===== src/rtl/vend_credit_fsm_if.sv =====
// ---------------------------------------------------------------------------
// vend_credit_fsm_if
//   Bundles the coin, selection, cancel and vend-transaction signals of the
//   vending credit controller.
//
//   Signals (as seen from the controller, modport slave):
//     coin_valid  in  1  single-cycle coin insertion strobe
//     coin_type   in  2  coin value code (0=5, 1=10, 2=25, 3=100 cents)
//     coin_reject out 1  one-cycle pulse, coin was not credited
//     sel_valid   in  1  single-cycle selection strobe
//     sel_item    in  2  selected item index
//     sel_deny    out 1  one-cycle pulse, credit insufficient
//     cancel      in  1  refund request (honoured only with VEND_CANCEL_EN)
//     credit      out 8  accumulated credit in cents
//     vend_valid  out 1  vend transaction presented
//     vend_ready  in  1  downstream accepts the transaction
//     vend_item   out 8  {6'b0, item} or 8'hFF for a refund
//     vend_change out 8  change owed in cents
//
//   modport master : the machine front panel / downstream side (drives inputs)
//   modport slave  : the credit controller
// ---------------------------------------------------------------------------
interface vend_credit_fsm_if;
  logic       coin_valid;
  logic [1:0] coin_type;
  logic       coin_reject;
  logic       sel_valid;
  logic [1:0] sel_item;
  logic       sel_deny;
  logic       cancel;
  logic [7:0] credit;
  logic       vend_valid;
  logic       vend_ready;
  logic [7:0] vend_item;
  logic [7:0] vend_change;

  modport master (
    output coin_valid, coin_type, sel_valid, sel_item, cancel, vend_ready,
    input  coin_reject, sel_deny, credit, vend_valid, vend_item, vend_change
  );

  modport slave (
    input  coin_valid, coin_type, sel_valid, sel_item, cancel, vend_ready,
    output coin_reject, sel_deny, credit, vend_valid, vend_item, vend_change
  );
endinterface


===== src/rtl/vend_credit_fsm.sv =====
// ---------------------------------------------------------------------------
// vend_credit_fsm
//   Coin-credit and selection controller. Accumulates coin credit up to
//   CREDIT_MAX, checks a selection against a fixed four-entry price table and
//   presents a vend transaction (item code + change) on a valid/ready
//   handshake. All outputs come straight from flops.
//
//   Ports:
//     clk    in  1   rising-edge clock
//     rst_n  in  1   asynchronous active-low reset
//     bus    slave modport of vend_credit_fsm_if (coin / selection / cancel
//            inputs, credit and vend transaction outputs)
//
//   Parameters:
//     CREDIT_MAX (<= 255), PRICE_0..PRICE_3 in cents.
//
//   Optional feature macro:
//     VEND_CANCEL_EN - when defined, cancel in CREDIT refunds the whole credit
//                      as a vend transaction with vend_item = 8'hFF. When not
//                      defined, the cancel input is ignored.
// ---------------------------------------------------------------------------
module vend_credit_fsm #(
  parameter int unsigned CREDIT_MAX = 200,
  parameter int unsigned PRICE_0    = 65,
  parameter int unsigned PRICE_1    = 75,
  parameter int unsigned PRICE_2    = 100,
  parameter int unsigned PRICE_3    = 125
) (
  input  logic                    clk,
  input  logic                    rst_n,
  vend_credit_fsm_if.slave        bus
);

  typedef enum logic [1:0] {
    IDLE   = 2'd0,
    CREDIT = 2'd1,
    VEND   = 2'd2
  } state_t;

  localparam logic [8:0] CREDIT_MAX_W = 9'(CREDIT_MAX);
  localparam logic [7:0] P0 = 8'(PRICE_0);
  localparam logic [7:0] P1 = 8'(PRICE_1);
  localparam logic [7:0] P2 = 8'(PRICE_2);
  localparam logic [7:0] P3 = 8'(PRICE_3);
  localparam logic [7:0] REFUND_CODE = 8'hFF;

  state_t     state_q, state_d;
  logic [7:0] credit_q, credit_d;
  logic [7:0] item_q, item_d;
  logic [7:0] change_q, change_d;
  logic       vend_valid_q, vend_valid_d;
  logic       coin_reject_q, coin_reject_d;
  logic       sel_deny_q, sel_deny_d;

  logic [7:0] coin_value;
  logic [7:0] price;
  logic [8:0] coin_sum;
  logic       coin_fits;
  logic       sel_ok;
  logic       cancel_req;

`ifdef VEND_CANCEL_EN
  assign cancel_req = bus.cancel;
`else
  logic unused_cancel;
  assign unused_cancel = bus.cancel;
  assign cancel_req    = 1'b0;
`endif

  // Coin code to cents.
  always_comb begin
    coin_value = 8'd0;
    case (bus.coin_type)
      2'd0: coin_value = 8'd5;
      2'd1: coin_value = 8'd10;
      2'd2: coin_value = 8'd25;
      2'd3: coin_value = 8'd100;
    endcase
  end

  // Price table lookup for the current selection.
  always_comb begin
    price = P0;
    case (bus.sel_item)
      2'd0: price = P0;
      2'd1: price = P1;
      2'd2: price = P2;
      2'd3: price = P3;
    endcase
  end

  // Nine-bit sum so a coin that would push credit past 255 is still caught.
  assign coin_sum  = {1'b0, credit_q} + {1'b0, coin_value};
  assign coin_fits = (coin_sum <= CREDIT_MAX_W);
  assign sel_ok    = (credit_q >= price);

  // Next-state and next-output logic. A refund or a sufficient selection
  // takes priority over a coin in the same cycle; the coin is then rejected
  // and the change is based on the pre-coin credit.
  always_comb begin
    state_d       = state_q;
    credit_d      = credit_q;
    item_d        = item_q;
    change_d      = change_q;
    coin_reject_d = 1'b0;
    sel_deny_d    = 1'b0;

    case (state_q)
      IDLE, CREDIT: begin
        if ((state_q == CREDIT) && cancel_req) begin
          item_d        = REFUND_CODE;
          change_d      = credit_q;
          credit_d      = 8'd0;
          coin_reject_d = bus.coin_valid;
          state_d       = VEND;
        end else if ((state_q == CREDIT) && bus.sel_valid && sel_ok) begin
          item_d        = {6'b0, bus.sel_item};
          change_d      = credit_q - price;
          credit_d      = 8'd0;
          coin_reject_d = bus.coin_valid;
          state_d       = VEND;
        end else begin
          sel_deny_d = bus.sel_valid;
          if (bus.coin_valid) begin
            if (coin_fits) begin
              credit_d = coin_sum[7:0];
              state_d  = CREDIT;
            end else begin
              coin_reject_d = 1'b1;
            end
          end
        end
      end

      VEND: begin
        // Selections are ignored silently while a transaction is pending.
        coin_reject_d = bus.coin_valid;
        if (bus.vend_ready) begin
          state_d = IDLE;
        end
      end

      default: begin
        state_d = IDLE;
      end
    endcase

    vend_valid_d = (state_d == VEND);
  end

  // State and output registers; reset drops any pending transaction.
  always_ff @(posedge clk or negedge rst_n) begin
    if (!rst_n) begin
      state_q       <= IDLE;
      credit_q      <= 8'd0;
      item_q        <= 8'd0;
      change_q      <= 8'd0;
      vend_valid_q  <= 1'b0;
      coin_reject_q <= 1'b0;
      sel_deny_q    <= 1'b0;
    end else begin
      state_q       <= state_d;
      credit_q      <= credit_d;
      item_q        <= item_d;
      change_q      <= change_d;
      vend_valid_q  <= vend_valid_d;
      coin_reject_q <= coin_reject_d;
      sel_deny_q    <= sel_deny_d;
    end
  end

  assign bus.credit      = credit_q;
  assign bus.vend_item   = item_q;
  assign bus.vend_change = change_q;
  assign bus.vend_valid  = vend_valid_q;
  assign bus.coin_reject = coin_reject_q;
  assign bus.sel_deny    = sel_deny_q;

endmodule


===== src/flat_wrapper.sv =====
// flat-port wrapper written by rule: the top's interface ports become plain ports
module vend_credit_fsm_flat 
#(
  parameter int unsigned CREDIT_MAX = 200,
  parameter int unsigned PRICE_0    = 65,
  parameter int unsigned PRICE_1    = 75,
  parameter int unsigned PRICE_2    = 100,
  parameter int unsigned PRICE_3    = 125
)
  (clk, rst_n, bus_coin_valid, bus_coin_type, bus_sel_valid, bus_sel_item, bus_cancel, bus_vend_ready, bus_coin_reject, bus_sel_deny, bus_credit, bus_vend_valid, bus_vend_item, bus_vend_change);
  vend_credit_fsm_if bus_i ();
  input  logic clk;
  input  logic rst_n;
  input wire logic [$bits(bus_i.coin_valid)-1:0] bus_coin_valid;
  input wire logic [$bits(bus_i.coin_type)-1:0] bus_coin_type;
  input wire logic [$bits(bus_i.sel_valid)-1:0] bus_sel_valid;
  input wire logic [$bits(bus_i.sel_item)-1:0] bus_sel_item;
  input wire logic [$bits(bus_i.cancel)-1:0] bus_cancel;
  input wire logic [$bits(bus_i.vend_ready)-1:0] bus_vend_ready;
  output wire logic [$bits(bus_i.coin_reject)-1:0] bus_coin_reject;
  output wire logic [$bits(bus_i.sel_deny)-1:0] bus_sel_deny;
  output wire logic [$bits(bus_i.credit)-1:0] bus_credit;
  output wire logic [$bits(bus_i.vend_valid)-1:0] bus_vend_valid;
  output wire logic [$bits(bus_i.vend_item)-1:0] bus_vend_item;
  output wire logic [$bits(bus_i.vend_change)-1:0] bus_vend_change;
  assign bus_i.coin_valid = bus_coin_valid;
  assign bus_i.coin_type = bus_coin_type;
  assign bus_i.sel_valid = bus_sel_valid;
  assign bus_i.sel_item = bus_sel_item;
  assign bus_i.cancel = bus_cancel;
  assign bus_i.vend_ready = bus_vend_ready;
  assign bus_coin_reject = bus_i.coin_reject;
  assign bus_sel_deny = bus_i.sel_deny;
  assign bus_credit = bus_i.credit;
  assign bus_vend_valid = bus_i.vend_valid;
  assign bus_vend_item = bus_i.vend_item;
  assign bus_vend_change = bus_i.vend_change;
  vend_credit_fsm #(.CREDIT_MAX(CREDIT_MAX), .PRICE_0(PRICE_0), .PRICE_1(PRICE_1), .PRICE_2(PRICE_2), .PRICE_3(PRICE_3)) u_core (.clk(clk), .rst_n(rst_n), .bus(bus_i));
endmodule

===== config.mk =====
export PLATFORM = sky130hd
export DESIGN_NAME = vend_credit_fsm_flat
export DESIGN_NICKNAME = d
export VERILOG_FILES = /design/src/rtl/vend_credit_fsm_if.sv /design/src/rtl/vend_credit_fsm.sv /design/src/flat_wrapper.sv
export SDC_FILE = /design/constraint.sdc
export NUM_CORES = 1
export LEC_CHECK = 0
export BUFFER_PORTS_ARGS = -buffer_cell sky130_fd_sc_hd__buf_2
export CAP_MARGIN = 10
export CORE_MARGIN = 3
export CORE_UTILIZATION = 26
export CTS_CLUSTER_SIZE = 20
export DETAILED_ROUTE_END_ITERATION = 8
export SLEW_MARGIN = 30
export SYNTH_ARGS = -nofsm -noshare
export SYNTH_HDL_FRONTEND = slang
export SYNTH_SLANG_ARGS = --single-unit

===== constraint.sdc =====
create_clock -name clk -period 6.2 [get_ports clk]
set_input_delay 1.24 -clock clk [delete_from_list [all_inputs] [get_ports clk]]
set_output_delay 1.24 -clock clk [all_outputs]
set_load 0.03 [all_outputs]

==> results.sh <==
export IMPL_hp_start="u_core.bus.vend_change[6]"
export IMPL_regToRegEndpoint="u_core.bus.credit[2]"
export IMPL_drtIter0Drc=89
export IMPL_die_height_um=89.2
export IMPL_async_flop_share_pct=100
export IMPL_grt_pass1_vias=1347
export IMPL_diodes=0
export IMPL_outcome="finished, final reports clean"
export IMPL_setup_viol=0
export IMPL_numPlacedInstances=305
export IMPL_synth_top_area_share_pct=32.0
export IMPL_root_buffer="clkbuf_8"
export IMPL_grt_pass1_wl_um=6190
export IMPL_cp_common_cell="ha_1"
export IMPL_maxCapViolCount=0
export IMPL_period_share_pct=64.1
export IMPL_gp_congestion=0.757
export IMPL_grt_ovfl_total=0
export IMPL_path_cells="buf_2, inv_1, ha_1, or2_2, ha_1, fa_1, xor2_1, or3_1, a211oi_1, o31a_1, mux2i_1"
export IMPL_core_area_um2=6530
export IMPL_clock_latency_ps=260
export IMPL_fin_tns_setup_ps=0
export IMPL_fin_crit_ps=3970
export IMPL_ys_ff_latch=23
export IMPL_timing_rr_start="u_core.bus.credit[0]"
export IMPL_ys_types=48
export IMPL_synth_area_top_cells="dfrtp_1, ha_1, nand2_1, mux2i_1, o21ai_0"
export IMPL_fin_area_um2=2040
export IMPL_cts_tree="built"
export IMPL_worst_r2r_setup_slack_ps=3410
export IMPL_whs_endpoint="u_core.bus.vend_change[6]"
export IMPL_place_area_um2=2000
export IMPL_hold_buffers=0
export IMPL_grt_setup_unrepaired="no"
export IMPL_num_io_pins=37
export IMPL_layout_drive_gt1_share_pct=17.2
export IMPL_max_slew_margin_pct=66.9
export IMPL_required_ps=6390
export IMPL_nets=263
export IMPL_syn_inst=204
export IMPL_min_path_type="flop to flop"
export IMPL_hold_depth=2
export IMPL_finalWirelength_um=3740
export IMPL_initial_core_util_pct=27.6
export IMPL_via_count=1439
export IMPL_hpwl_um=3070
export IMPL_synth_edf_count=0
export IMPL_synth_main_ff_cell="dfrtp_1"
export IMPL_syn_area_um2=1800
export IMPL_r2r_cells=7
export IMPL_irDropWorstVdd_v=0.000152
export IMPL_cp_max_fo=6
export IMPL_postRouteAntennaNets=0
export IMPL_yosysSeqAreaShare_pct=32.0
export IMPL_layout_cells_non_filler=309
export IMPL_leakage_nw=1.02
export IMPL_track_usage_pct=9.87
export IMPL_end_kind="flop"
export IMPL_syn_avg_cell_area_um2=8.83
export IMPL_grt_max_degree=24
export IMPL_die_area_um2=7960
export IMPL_via_per_inst=4.66
export IMPL_numPortBuffers=29
export IMPL_finalHoldViolCount=0
export IMPL_first_pass_iters=4
export IMPL_cp_startpoint="bus_coin_type[0]"
export IMPL_tightest_slew_ps=493
export IMPL_cp_slowest_cell="a211oi_1"
export IMPL_worst_ep_arrival_time_ps=4170
export IMPL_path_class="primary input to flop"
export IMPL_h_tree_depth=1
export IMPL_rows=29
export IMPL_die_w_um=89.2
export IMPL_yosysWarningCount=0
export IMPL_cts_sinks=23
export IMPL_clock_fmax_mhz=252
export IMPL_numCtsBuffers=3
export IMPL_cts_setup_buffers=0
export IMPL_synth_top_cell_by_area="dfrtp_1"
export IMPL_fin_worst_skew_ps=4.37
export IMPL_syn2layout_area_growth_pct=13.3
export IMPL_cpPeakStageDelay_ps=450
export IMPL_powerDensity_nw_per_um2=545
export IMPL_wl_per_cell_um=12.1
export IMPL_path_clk_slew_ps=80
export IMPL_slew_viol_final=0
export IMPL_drc=0
export IMPL_cts_resized=0
export IMPL_worst_setup_path_start_kind="primary input"
export IMPL_cts_buffer_depth=2
export IMPL_antenna_found_initial=0
[metrics by stage]
stage / utilization [%] / total power, mW / setup WS [ps] / hold WS [ps]
after floorplan: - / 0.866 / 2380 / 529
after global placement: 30.6 / 1.02 / 1970 / 457
after detailed placement: 30.6 / 1.03 / 1900 / 466
after CTS: 31.2 / 1.13 / 2180 / 485
after global routing: 31.2 / 1.23 / 2030 / 503
final: 31.2 / 1.11 / 2230 / 475
[routing by layer]
layer | GRT usage (%) | share of wire, % | up-vias
met5 | 0 | 0 | -
met4 | 3.65 | 0.75 | 0
met3 | 1.66 | 3.8 | 2
met2 | 16.1 | 45 | 25
met1 | 13.0 | 51 | 653
li1 | - | - | 759
[report_power, final]
group,internal [mW],switching [mW]
clock network,0.0459,0.0489
logic,0.276,0.453
registers,0.221,0.0690
[worst max-delay path by stage]
stage / endpoint / slack, ps
after floorplan: u_core.bus.coin_reject / 2380
after global placement: u_core.bus.credit[0] / 1970
after detailed placement: u_core.bus.credit[2] / 1900
after CTS: u_core.bus.credit[2] / 2180
after global routing: u_core.bus.credit[2] / 2030
final: u_core.bus.credit[2] / 2230
[critical path: cells and delay by family]
family / cells / cell delay, ps
AOI/OAI and AO/OA: 2 / 890
xor gates and xnor gates: 1 / 180
adders and majority gates: 3 / 840
buffers and inverters: 2 / 160
muxes: 1 / 230
and+or+nand+nor: 2 / 630
[area by class of cell]
type,count,area (um2)
Multi-Input combinational cell,157,1100
Timing Repair Buffer,31,160
Sequential cell,23,576
Fill cell,691,4490
Inverter,17,63.8
Tap cell,77,96.3
Clock buffer,4,45.0
[cell usage after synthesis, types with 2 or more instances]
cell type,n
o31ai_1,5
a21oi_1,8
o21a_1,4
buf_4,6
buf_2,4
nor3b_1,2
nand3_1,6
o211ai_1,2
xnor2_1,5
xor2_1,2
nand4_1,2
o41ai_1,2
nand3b_1,2
nand2_1,33
a211oi_1,3
nor2b_1,3
mux2i_1,7
nand2b_1,4
dfrtp_1,23
inv_1,17
or2_2,2
o21ai_0,13
ha_1,18
fa_1,2
nor2_1,6
[flip-flops by register name, summed over array words and instances, names as in the netlist]
signal and count:
u_core.bus.coin_reject 1, u_core.bus.credit 8, u_core.bus.sel_deny 1, u_core.bus.vend_change 8, u_core.bus.vend_item 2, u_core.bus.vend_valid 1, u_core.state_q 2
[cells in the final DEF (no fill, tap or decap), types with 2 or more instances in the layout]
master	instances
o21a_1	4
dfrtp_1	23
buf_2	29
o31ai_1	5
clkbuf_8	3
or2_2	2
inv_1	17
nand2b_1	4
o41ai_1	2
buf_4	2
ha_1	18
nand3_1	6
a21oi_1	8
xor2_1	2
nor2_1	6
nand4_1	2
o211ai_1	2
fa_1	2
xnor2_1	5
a211oi_1	3
o21ai_0	13
nor3b_1	2
mux2i_1	7
nand3b_1	2
conb_1	6
nor2b_1	3
nand2_1	33
[logic make-up after synthesis]
family | Yosys count | share of synthesized area [%]
DFF | 23 | 32.0
AOI/OAI and AO/OA | 51 | 20.4
and+or+nand+nor | 66 | 17.4
buffers and inverters | 29 | 7.99
other | 1 | 0.208
xor gates and xnor gates | 7 | 3.41
adders and majority gates | 20 | 14.7
muxes | 7 | 3.89
(Power assumes the default switching activity.)
